===== src/rtl/alu_issue_ctrl.sv =====
// alu_issue_ctrl: sequencer in front of a 16-bit combinational ALU.
// Accepts one operation at a time over a valid/ready handshake. It reads the
// operands from an internal register file and drives them to the ALU for one
// cycle. It captures the result and carry, then writes back one cycle later.
// A host port loads and inspects the register file while the sequencer is idle.
//
// Ports:
//   clk, rst_n                     clock, async active-low reset
//   req_valid/req_ready            request handshake (ready only in IDLE)
//   req_op/req_srca/req_srcb/req_dst  operation and register indices
//   done/done_data/done_err        one-cycle writeback completion pulse
//   carry_flag                     sticky carry from last ADD/SUB/GTE/LT
//   host_we/host_addr/host_wdata   host register write (IDLE only)
//   host_rdata                     registered rf[host_addr]
//   alu_en/alu_op1/alu_op2/alu_op  drive to the ALU (active in EXEC only)
//   alu_result/alu_fls             ALU response (only carry flag used)

package alu_issue_pkg;
  typedef enum logic [2:0] {
    ADD  = 3'd0,
    SUB  = 3'd1,
    GTE  = 3'd2,
    LT   = 3'd3,
    NOT  = 3'd4,
    RSV5 = 3'd5,
    RSV6 = 3'd6,
    RSV7 = 3'd7
  } operation_t;

  typedef struct packed {
    logic carry;
    logic zero;
    logic neg;
  } flags_t;
endpackage

module alu_issue_ctrl
  import alu_issue_pkg::*;
#(
  parameter int NREGS = 8,
  parameter int AW    = $clog2(NREGS)
) (
  input  logic          clk,
  input  logic          rst_n,
  input  logic          req_valid,
  output logic          req_ready,
  input  operation_t    req_op,
  input  logic [AW-1:0] req_srca,
  input  logic [AW-1:0] req_srcb,
  input  logic [AW-1:0] req_dst,
  output logic          done,
  output logic [15:0]   done_data,
  output logic          done_err,
  output logic          carry_flag,
  input  logic          host_we,
  input  logic [AW-1:0] host_addr,
  input  logic [15:0]   host_wdata,
  output logic [15:0]   host_rdata,
  output logic          alu_en,
  output logic [15:0]   alu_op1,
  output logic [15:0]   alu_op2,
  output operation_t    alu_op,
  input  logic [15:0]   alu_result,
  input  flags_t        alu_fls
);

  typedef enum logic [1:0] {IDLE, EXEC, WB} state_t;

  // Only op and dst are needed after EXEC; operand values live in alu_op1/op2.
  typedef struct packed {
    operation_t    op;
    logic [AW-1:0] dst;
  } req_t;

  state_t                 state;
  req_t                   req_q;
  logic [NREGS-1:0][15:0] rf;
  logic [15:0]            res_q;
  logic                   cy_q;

  logic [15:0] op1_n, op2_n, wb_val;
  logic        wb_err, wb_cy_upd;
  logic        accept;

  // Only the carry flag matters; the rest of the flag bundle is ignored.
  logic unused_fls;
  assign unused_fls = ^{alu_fls.zero, alu_fls.neg};

  assign req_ready = (state == IDLE);
  assign accept    = req_valid && (state == IDLE);

  // Operands are registered on the accept edge, so a host write landing on
  // that same edge must be forwarded to match what rf holds during EXEC.
  always_comb begin
    op1_n = (host_we && host_addr == req_srca) ? host_wdata : rf[req_srca];
    op2_n = (host_we && host_addr == req_srcb) ? host_wdata : rf[req_srcb];
    if (req_op == NOT) op2_n = '0;
  end

  // Writeback value; GTE/LT turn the subtraction borrow into a 0/1 result.
  always_comb begin
    wb_val    = '0;
    wb_err    = 1'b0;
    wb_cy_upd = 1'b0;
    case (req_q.op)
      ADD, SUB: begin wb_val = res_q;            wb_cy_upd = 1'b1; end
      GTE:      begin wb_val = {15'd0, ~cy_q};   wb_cy_upd = 1'b1; end
      LT:       begin wb_val = {15'd0, cy_q};    wb_cy_upd = 1'b1; end
      NOT:            wb_val = res_q;
      default:        wb_err = 1'b1;
    endcase
  end

  always_ff @(posedge clk or negedge rst_n) begin
    if (!rst_n) begin
      state      <= IDLE;
      req_q      <= '{op: ADD, dst: '0};
      rf         <= '0;
      res_q      <= '0;
      cy_q       <= 1'b0;
      carry_flag <= 1'b0;
      done       <= 1'b0;
      done_data  <= '0;
      done_err   <= 1'b0;
      host_rdata <= '0;
      alu_en     <= 1'b0;
      alu_op1    <= '0;
      alu_op2    <= '0;
      alu_op     <= ADD;
    end else begin
      // Read before this edge's writes: shows rf as left by the previous edge.
      host_rdata <= rf[host_addr];
      case (state)
        IDLE: begin
          done     <= 1'b0;
          done_err <= 1'b0;
          if (host_we) rf[host_addr] <= host_wdata;
          if (accept) begin
            req_q   <= '{op: req_op, dst: req_dst};
            alu_en  <= 1'b1;
            alu_op  <= req_op;
            alu_op1 <= op1_n;
            alu_op2 <= op2_n;
            state   <= EXEC;
          end
        end
        EXEC: begin
          res_q   <= alu_result;
          cy_q    <= alu_fls.carry;
          alu_en  <= 1'b0;
          alu_op  <= ADD;
          alu_op1 <= '0;
          alu_op2 <= '0;
          state   <= WB;
        end
        WB: begin
          rf[req_q.dst] <= wb_val;
          if (wb_cy_upd) carry_flag <= cy_q;
          done      <= 1'b1;
          done_data <= wb_val;
          done_err  <= wb_err;
          state     <= IDLE;
        end
        default: state <= IDLE;
      endcase
    end
  end

endmodule


===== config.mk =====
export PLATFORM = sky130hd
export DESIGN_NAME = alu_issue_ctrl
export DESIGN_NICKNAME = d
export VERILOG_FILES = /design/src/rtl/alu_issue_ctrl.sv
export SDC_FILE = /design/constraint.sdc
export NUM_CORES = 1
export LEC_CHECK = 0
export BUFFER_PORTS_ARGS = -buffer_cell sky130_fd_sc_hd__buf_4
export CAP_MARGIN = 20
export CORE_ASPECT_RATIO = 1.5
export CORE_UTILIZATION = 58
export DETAILED_ROUTE_END_ITERATION = 7
export PLACE_DENSITY_LB_ADDON = 0.08
export RECOVER_POWER = 50
export SYNTH_ARGS = -nofsm -noshare
export SYNTH_HDL_FRONTEND = slang
export SYNTH_SLANG_ARGS = --single-unit

===== constraint.sdc =====
create_clock -name clk -period 3.7 [get_ports clk]
set_clock_uncertainty 0.15 [all_clocks]
set_input_delay 0.74 -clock clk [delete_from_list [all_inputs] [get_ports clk]]
set_output_delay 0.74 -clock clk [all_outputs]
set_load 0.005 [all_outputs]

### After elaboration in Yosys (flattened, before gate mapping)

Index checks and enable logic that the tools add are counted.

| cells by class | value |
|---|---|
| equality and inequality tests | 11 |
| $lt $le $gt $ge | 6 |
| mux-type cells | 32 |
| bitwise gates (word level) | 1 |
| reductions and logical operators | 16 |

Operator list:

| operator | number |
|---|---|
| $bwmux W128 | 2 |
| $pmux W128 S2 | 1 |
| $mux W16 | 10 |
| $bmux W16 S3 | 3 |
| $mux W128 | 1 |
| $demux W16 S3 | 2 |
| $pmux W16 S2 | 2 |
| $pmux W16 S3 | 1 |
| $lt A3 B4 Y1 const B | 4 |
| $reduce_and A2 Y1 | 4 |
| $eq A3 B2 Y1 const B | 2 |
| $eq A3 B3 Y1 | 2 |
| $eq A3 B3 Y1 const B | 2 |
| $ge A3 B1 Y1 const B | 2 |
| $pmux W1 S2 | 3 |
| $pmux W3 S2 | 1 |
| $logic_and A1 B1 Y1 | 5 |
| $reduce_or A5 Y1 | 1 |
| $ne A2 B1 Y1 const B | 2 |
| $pmux W2 S2 | 1 |
| $reduce_bool A2 Y1 | 2 |
| $reduce_or A4 Y1 | 1 |
| $eq A3 B1 Y1 const B | 1 |
| $logic_not A3 Y1 | 1 |
| other kinds (8) | 10 |

| word-level totals | value |
|---|---|
| word-level logic and storage cells | 88 |
| input bits | 54 |
| bits in registers | 224 |
| output and inout port bits | 72 |

### Depth between registers and ports, before layout

Gate-level depths: netlist of the first run.

| depth | value |
|---|---|
| depth after elaboration | 7 |
| mapped depth | 8 |
| gate-level depth less buffers | 4 |

### Worst setup path after synthesis of the first run

No wires, ideal clock.

| timing path | value |
|---|---|
| path kind | input -> register |
| start | input host_addr[0] |
| end | register host_rdata[0] |
| data required time | 3.424 ns |
| setup slack | 1.440 ns |
| library setup time | 0.126 ns |
| arrival time | 1.984 ns |
| path buffers | 2 |
| stages | 6 |
| cells stage by stage | buf_2 -> buf_2 -> mux2_2 -> a22oi_1 -> nor2_1 -> a221o_1 |

| between the ends | value |
|---|---|
| word-level cells in the longest chain between the ends | 2 |

RTL lines:

| element | line | RTL |
|---|---|---|
| from (decl) | 56 | `input logic [AW-1:0] host_addr,` |
| $bmux W16 S3 | 132 | `host_rdata <= rf[host_addr];` |
| $mux W16 (implied by the code) | 132 |  |
| to (signal assigned) | 132 |  |
| to (decl) | 58 | `output logic [15:0] host_rdata,` |

No other way between the ends. The select of a mux whose other input is x is not followed.
A chain may end at the register's enable or synchronous reset.

### Final worst setup path of the first run

| timing path | value |
|---|---|
| start | register state[0] |
| end | register rf[95] (netlist bit) |

| between the ends | value |
|---|---|
| word-level cells in the longest chain between the ends | 3 |
| elaborated cells between the ends (all ways) | 6 |
| classes of those cells | eq/ne: 2; mux: 1; reduce/logical: 3 |

RTL lines:

| element | line | RTL |
|---|---|---|
| from (decl) | 75 | `state_t state;` |
| from (signal assigned) | 116 | `state <= IDLE;` |
| from (signal assigned) | 144 | `state <= EXEC;` |
| from (signal assigned) | 154 | `state <= WB;` |
| $logic_not A2 Y1 or $eq A2 B2 Y1 (tied branches) | 133 | `case (state)` |
| $ne A2 B1 Y1 (no source line) or $reduce_bool A2 Y1 (tied branches) | - |  |
| $reduce_and A2 Y1 (no source line) | - |  |
| to (signal, indexed assignment) | 137 | `if (host_we) rf[host_addr] <= host_wdata;` |
| to (signal, indexed assignment) | 157 | `rf[req_q.dst] <= wb_val;` |
| to (decl) | 77 | `logic [NREGS-1:0][15:0] rf;` |

Parallel ways exist; a longest one is shown, timed or not.

==> flow_summary.json, run 1 <==
{
  "ant_nets": 0,
  "cts_max_path_buffers": 3,
  "syn_to_final_growth_pct": 15.5,
  "post_cts_buffers": 0,
  "numCtsBuffers": 23,
  "path_cells": "nor2b_1, a32oi_2, nand2_1, o221ai_1",
  "hp-class": "in -> reg",
  "fmax_ghz": 0.325,
  "synth_top_area_cell": "dfrtp_1",
  "synth.avg_cell_area_um2": 10.8,
  "worst_skew_pair.late_latency_ns": 0.52,
  "ctsResizeCount": 0,
  "cp_max_fo": 16,
  "drc": 0,
  "die_width_um": 120,
  "first_pass_iters": 6,
  "synth_top_area_share_pct": 46.1,
  "drv_slew": 95,
  "cts_tree": "built",
  "num_rows": 64,
  "worst_slew_pin_slew_ns": 2.57,
  "cts-root-buf": "clkbuf_16",
  "grt.total_usage_pct": 43.0,
  "p_leak_nw": 6.17,
  "first_global_vias": 10800,
  "ys_seq_area_share_pct": 46.1,
  "async_reset_ff_share_pct": 100,
  "h-tree-depth": 1,
  "io_buffers": 123,
  "rsz0062_at_grt": "false",
  "overflow": 0,
  "ys_seq_elements": 224,
  "antenna_found_initial": 1,
  "status": "finished with violations",
  "dominantRegCellSynth": "dfrtp_1",
  "die_y_um": 179,
  "max-vdd-ir-drop_uv": 474,
  "final-hold-violation-count": 0,
  "path_clk_slew_ns": 0.06,
  "startpoint_type": "register",
  "drive_gt1_share_pct": 24.2,
  "fin_crit_ns": 3.08,
  "dieArea_um2": 21600,
  "clock-sinks": 224,
  "hold_ws_ns": 0.261,
  "cpPeakStageDelay_ns": 1.24,
  "yosysUniqueCellTypes": 55,
  "gp_congestion": 0.934,
  "num_vias": 11200,
  "routed_via_density": 7.45,
  "yosysWarnings": 0,
  "fp.coreArea_um2": 20500,
  "start_util_pct": 59.3,
  "fin_setup_tns_ns": 0,
  "wirelength_um": 45500,
  "finalPower_mw": 10.6,
  "hold_buffers": 0,
  "drtIter0Drc": 1534,
  "yosys-top-cells-area": "dfrtp_1, mux4_2, o221ai_1",
  "final_cell_mix": "nand2_1, dfrtp_1, buf_4",
  "syn_inst": 1131,
  "synthesis.area_um2": 12200,
  "io_pins": 126,
  "num_antenna_cells": 0,
  "critPathCaptureType": "register",
  "synth_edf_count": 0,
  "nNetsFinal": 1285,
  "p_per_area_nw_per_um2": 754,
  "crit_required_ns": 3.97,
  "worst_ep_arrival_time_ns": 3.35,
  "grt_pass1_wl_um": 67800,
  "violations": "max-capacitance violations, max-slew violations",
  "wire_per_inst_um": 30.1,
  "slowest_stage": "a32oi_2",
  "dpl.hpwl_um": 29200,
  "reg2reg_slack_ns": 0.62,
  "relSlewSlack_pct": -71.3,
  "grt_start_max_net_pins": 96,
  "fin_util_pct": 68.5,
  "final_common_cell": "nand2_1",
  "post-route-period-util_pct": 83.3,
  "path_class": "reg -> reg",
  "cap_violations": 1,
  "synth_nets": 1185,
  "setup_violations": 0
}
## cells by family (layout without fill, tap and decap cells)
family | count (synthesis) | count (layout) | synth area share, %
compound gates | 293 | 293 | 18.1
xor+xnor | 7 | 7 | 0.504
buf+inv | 101 | 214 | 3.85
flops | 224 | 224 | 46.1
mux | 167 | 167 | 19.2
simple gates | 339 | 339 | 12.2
## Yosys cell counts (6+ instances only)
cell      count
buf_2        45
o211ai_1     17
mux4_2       50
clkbuf_1     41
mux2i_1      85
buf_4         6
o221ai_1    114
a32oi_1      15
nand3_1      21
nor2_1       27
o22ai_1      34
a22oi_1       9
a21oi_1      19
o21ai_1      14
nand2b_1      7
nor3_1       17
xnor2_1       7
dfrtp_1     224
o21ai_0      46
mux2_2       32
nor2b_1      10
nand2_1     235
## area by class of cell
type                       instances  area (µm²)
fill                            1620        6450
multi-input combinational        806        6110
sequential                       224        5610
timing repair buffer             171        1290
clock buffer                      28         604
tap                              264         330
clock inverter                    10        86.3
inverter                           5        18.8
## critical path, delay by kind of cell (launching register included)
| family | cells | cell delay (ns) |
|---|---|---|
| flops | 1 | 0.87 |
| simple gates | 2 | 0.58 |
| compound gates | 2 | 1.36 |
## power by group
group	switching (mW)	internal [mW]	total, mW
logic	1.88	1.84	3.71
registers	1.13	3.52	4.65
clock network	0.999	1.23	2.23
## per-stage QoR
| step | instance area [µm²] | worst slack [ns] | cells |
|---|---|---|---|
| after global routing | 14000 | 0.324 | 1508 |
| after detailed placement | 13400 | 0.700 | 1470 |
| final | 14000 | 0.619 | 1508 |
| after floorplan | 12200 | 1.44 | 1131 |
| after CTS | 14100 | 0.781 | 1508 |
| after global placement | 13400 | 0.751 | 1470 |
## final timing paths
kind,startpoint,end,depth (start not counted)
hold / removal,req_dst[2],req_q[2],3
setup reg to reg,state[0],rf[95],4
hold reg to reg,done_data[4],done_data[4],2
max in group asynchronous,rst_n,rf[91],2
setup / recovery,state[0],rf[95],4
min in group asynchronous,rst_n,host_rdata[0],1
## state kept, by name, summed over array words and instances, names as in the netlist, 3 cells and up
name and flops:
alu_op 3, host_rdata 16, rf 128, done_data 16
req_q 6, alu_op1 16, res_q 16, alu_op2 16
## routing by layer
layer	vias to the layer above	track usage (%)	wire length [µm]
li1	4531	-	-
met1	5565	53.7	15700
met2	909	65.3	20700
met3	227	11.1	5480
met4	0	30.8	3600
met5	-	0	0
(Power assumes the default switching activity.)
==> run 2: changes to the inputs <==
- clock period: 3.7 -> 3.2 ns (I/O delays scaled with it)
==> run 2 against run 1 <==
  * The run still ends with max-capacitance violations, max-slew violations left
  * Hold slack got worse by 0.094 ns
  * Global-route usage rose by 0.70 points
  * Register-to-register slack got worse by 0.21 ns
  * Sequential power rose by 16%
  * Clock power rose by 29%
  * Sequential share of layout area fell by 0.86 points
  * Setup slack got worse by 0.21 ns
  * Total power rose by 19%
  * Final cell count rose by 1.7%
  * Fmax rose by 10%
  * Non-clock buffer count rose by 25
  * First-iteration DRC count rose by 6.9%
  * Critical path type unchanged
  * Highest routed layer unchanged
==> flow_summary.json, run 2 (synthesized netlist as in run 1, its figures left out) <==
{
  "status": "finished with violations",
  "violations": "max-capacitance violations, max-slew violations",
  "first_pass_iters": 6,
  "routed_via_density": 7.40,
  "dieArea_um2": 21600,
  "worst_skew_pair.late_latency_ns": 0.52,
  "syn_to_final_growth_pct": 18.1,
  "path_class": "reg -> reg",
  "drc": 0,
  "num_rows": 64,
  "start_util_pct": 59.3,
  "p_leak_nw": 6.33,
  "hp-class": "in -> reg",
  "fin_crit_ns": 2.79,
  "antenna_found_initial": 0,
  "dp_slack_ns": 0.423,
  "hold_ws_ns": 0.167,
  "path_clk_slew_ns": 0.06,
  "dpl.hpwl_um": 30400,
  "final_common_cell": "nand2_1",
  "worst_ep_arrival_time_ns": 3.00,
  "wirelength_um": 46200,
  "worst_slew_pin_slew_ns": 1.80,
  "fmax_ghz": 0.358,
  "critPathCaptureType": "register",
  "rsz0062_at_grt": "false",
  "grt_start_max_net_pins": 67,
  "overflow": 0,
  "crit_top_cell": "buf_4",
  "p_per_area_nw_per_um2": 877,
  "crit_required_ns": 3.41,
  "final.fill_count": 1591,
  "clock-sinks": 224,
  "relSlewSlack_pct": -19.9,
  "cts-root-buf": "clkbuf_16",
  "drive_gt1_share_pct": 25.5,
  "reg2reg_slack_ns": 0.41,
  "num_antenna_cells": 0,
  "wire_per_inst_um": 30.1,
  "nNetsFinal": 1310,
  "drv_slew": 65,
  "ant_nets": 0,
  "grt.total_usage_pct": 43.7,
  "largest_reg_flops": 128,
  "post-route-period-util_pct": 87.2,
  "gp_congestion": 0.951,
  "seq_area_um2": 5610,
  "num_vias": 11400,
  "path_cells": "clkbuf_1, nand2b_2, buf_4, nor4_1, o21ai_1, buf_4, o221ai_1",
  "cts_tree": "built",
  "worst_slack_ns": 0.410,
  "slowest_stage": "dfrtp_1",
  "die_y_um": 179,
  "io_buffers": 123,
  "cpPeakStageDelay_ns": 0.71,
  "drtIter0Drc": 1640,
  "finalPower_mw": 12.6,
  "final_cell_mix": "nand2_1, dfrtp_1, buf_4",
  "cap_violations": 1,
  "setup_violations": 0,
  "io_pins": 126,
  "fp.coreArea_um2": 20500,
  "grt_pass1_wl_um": 68700,
  "cts_max_path_buffers": 3,
  "cp_max_fo": 31,
  "startpoint_type": "register",
  "numCtsBuffers": 23,
  "h-tree-depth": 1,
  "post_cts_buffers": 0,
  "fin_setup_tns_ns": 0,
  "max-vdd-ir-drop_uv": 666,
  "top_register": "rf",
  "first_global_vias": 11100,
  "multi_input_area_um2": 6100,
  "die_width_um": 120,
  "final-hold-violation-count": 0
}
-- run 2: cell types whose count changed in the layout (fill, tap and decap cells not counted), sizes merged --
cell	previous run	this run
buf	141	166
bufinv	1	4
clkinvlp	3	1
clkinv	7	6
dlygate4sd3	0	1
-- run 2: path summary, 6_finish.rpt --
path	startpoint	end	cells after the start
worst max-delay path	state[0]	rf[102]	7
worst min-delay path	req_dst[0]	req_q[0]	3
worst max register to register	state[0]	rf[102]	7
worst min register to register	done_data[2]	done_data[2]	2
max in group asynchronous	rst_n	done_data[13]	3
min in group asynchronous	rst_n	host_rdata[3]	2
-- run 2: through the flow --
step           utilization [%]  std cells  cell area, µm²
2_1_floorplan                -       1131           12200
3_3_place_gp              66.3       1494           13600
3_5_place_dp              66.3       1494           13600
4_1_cts                   70.2       1534           14400
5_1_grt                   70.0       1534           14400
6_report                  70.0       1534           14400
-- run 2: where the power goes --
part / total [mW] / internal [mW] / switching, mW
logic: 4.32 / 2.16 / 2.16
clock network: 2.87 / 1.72 / 1.15
registers: 5.39 / 4.07 / 1.32
total: 12.6 / 7.96 / 4.63
-- run 2: final cells by class --
type                       instances  share of cell area, %
tap                              264                   2.30
clock buffer                      29                   4.44
timing repair buffer             196                   10.6
clock inverter                    10                   1.06
multi-input combinational        806                   42.5
inverter                           5                  0.131
sequential                       224                   39.0
-- run 2: repair_timing --
item	CTS	global route
hold buffers	1	0
gates resized for setup	0	0
hold endpoints to repair	63	0
-- run 2: metal layers --
| metal | track usage (%) | part of all wire [%] | up-vias |
|---|---|---|---|
| li1 | - | - | 4573 |
| met1 | 54.9 | 34 | 5574 |
| met2 | 66.5 | 45 | 954 |
| met3 | 11.6 | 12 | 256 |
| met4 | 30.0 | 8.1 | 0 |
| met5 | 0 | 0 | - |
-- run 2: critical path: cells and delay by family (launching register included) --
| family | cells | cell delay [ns] |
|---|---|---|
| flip-flops | 1 | 0.71 |
| buffers and inverters | 3 | 0.99 |
| AO/OA/AOI/OAI | 2 | 0.43 |
| AND/OR/NAND/NOR | 2 | 0.34 |
==> run 3: changes to the inputs <==
- BUFFER_PORTS_ARGS: -buffer_cell sky130_fd_sc_hd__buf_4 -> unset
- DONT_BUFFER_PORTS: unset -> 1
==> run 3 against run 2 <==
  * The run ends with negative hold slack left
  * Final area fell by 8.6%
  * Clock power fell by 3%
  * Combinational power fell by 20%
  * Sequential power rose by 1%
  * Largest power group unchanged
==> flow_summary.json, run 3 (synthesized netlist as in run 1, its figures left out) <==
{
  "fmax_ghz": 0.367,
  "antenna_found_initial": 2,
  "largest_reg_flops": 128,
  "worst_slew_pin_slew_ns": 1.37,
  "dieArea_um2": 21600,
  "die_y_um": 179,
  "cts-root-buf": "clkbuf_16",
  "overflow": 0,
  "cts_tree": "built",
  "start_util_pct": 59.3,
  "fin_util_pct": 64.0,
  "fin_crit_ns": 2.73,
  "drive_gt1_share_pct": 15.2,
  "p_comb_share_pct": 29.6,
  "first_global_vias": 10200,
  "startpoint_type": "register",
  "finalPower_mw": 11.7,
  "net-switching-power_mw": 4.28,
  "relSlewSlack_pct": 8.36,
  "p_per_area_nw_per_um2": 892,
  "status": "finished with violations",
  "post-route-period-util_pct": 85.2,
  "dpl.hpwl_um": 28200,
  "rsz0062_at_grt": "false",
  "first_pass_iters": 6,
  "io_buffers": 0,
  "nNetsFinal": 1155,
  "top_register": "rf",
  "cap_violations": 0,
  "clock-sinks": 224,
  "h-tree-depth": 1,
  "placed_area_um2": 12400,
  "fp.coreArea_um2": 20500,
  "drtIter0Drc": 1507,
  "final-hold-violation-count": 224,
  "syn_to_final_growth_pct": 7.89,
  "cts_max_path_buffers": 3,
  "final_common_cell": "nand2_1",
  "gp_congestion": 0.936,
  "drc": 0,
  "post_cts_buffers": 0,
  "p_leak_nw": 5.55,
  "io_pins": 126,
  "num_vias": 10500,
  "routed_via_density": 7.60,
  "hp-class": "in -> async",
  "final.fill_count": 1681,
  "grt.total_usage_pct": 41.5,
  "ff2ff_path_depth": 5,
  "path_clk_slew_ns": 0.07,
  "critPathCaptureType": "register",
  "grt_start_max_net_pins": 225,
  "path_class": "reg -> reg",
  "cp_max_fo": 16,
  "setup_violations": 0,
  "swShare_pct": 36.6,
  "fin_setup_tns_ns": 0,
  "ant_nets": 0,
  "numCtsBuffers": 23,
  "worst_ep_arrival_time_ns": 2.99,
  "wirelength_um": 43800,
  "drv_slew": 0,
  "ctsResizeCount": 0,
  "reg2reg_to": "rf[82]",
  "p_int_mw": 7.42,
  "final_cell_mix": "nand2_1, dfrtp_1, o221ai_1",
  "power_frac_seq_pct": 46.6,
  "p_clk_share_pct": 23.7,
  "r2r_start": "state[0]",
  "wire_per_inst_um": 31.8,
  "crit_required_ns": 3.46,
  "fin_area_um2": 13100,
  "reg2reg_slack_ns": 0.47,
  "hold_ws_ns": -0.328,
  "max-vdd-ir-drop_uv": 609,
  "grt_pass1_wl_um": 65400,
  "num_rows": 64,
  "die_width_um": 120,
  "violations": "negative hold slack",
  "worst_skew_pair.late_latency_ns": 0.52
}
[run 3: metal layers]
metal / vias up / GRT usage (%) / part of all wire (%)
met5: - / 0 / 0.062
met4: 4 / 26.7 / 7.3
li1: 4280 / - / -
met3: 189 / 8.73 / 11
met1: 5205 / 53.3 / 35
met2: 810 / 64.2 / 46
[run 3: worst max-delay path, stage by stage, from the launching register on]
cell	delay, ns
dfrtp_1	0.72
nor2b_1	0.15
buf_4	0.22
a32oi_2	1.09
nand2_1	0.16
o221ai_1	0.12
[run 3: cell type report]
| cell class | count | area [µm²] | area share [%] |
|---|---|---|---|
| sequential | 224 | 5610 | 42.7 |
| tap | 264 | 330 | 2.52 |
| inverter | 5 | 18.8 | 0.143 |
| clock inverter | 7 | 120 | 0.916 |
| antenna | 1 | 2.50 | 0.0191 |
| clock buffer | 32 | 639 | 4.87 |
| timing repair buffer | 41 | 304 | 2.32 |
| multi-input combinational | 806 | 6100 | 46.5 |
[run 3: power groups by stage]
stage	registers, mW	clock network [mW]	logic (mW)
after floorplan	4.92	0	2.73
after global placement	5.39	0	3.28
after detailed placement	5.44	0	3.39
after CTS	5.40	2.80	3.42
after global routing	5.57	2.91	3.77
final	5.45	2.78	3.47
[run 3: worst max-delay path by stage]
| stage | from | to | slack [ns] | cells after the start |
|---|---|---|---|---|
| 6_report | state[0] | rf[82] | 0.47 | 5 |
| 2_1_floorplan | host_addr[0] | host_rdata[0] | 1.04 | 6 |
| 3_5_place_dp | state[0] | rf[82] | 0.66 | 5 |
| 4_1_cts | state[0] | rf[82] | 0.62 | 5 |
| 5_1_grt | state[0] | alu_op2[3] | 0.47 | 4 |
| 3_3_place_gp | state[0] | alu_op2[10] | 0.67 | 4 |
[run 3: metrics by stage]
stage	setup slack (ns)	cells
3_3_place_gp	0.667	1340
2_1_floorplan	1.04	1131
5_1_grt	0.474	1379
3_5_place_dp	0.660	1340
4_1_cts	0.623	1379
6_report	0.474	1380
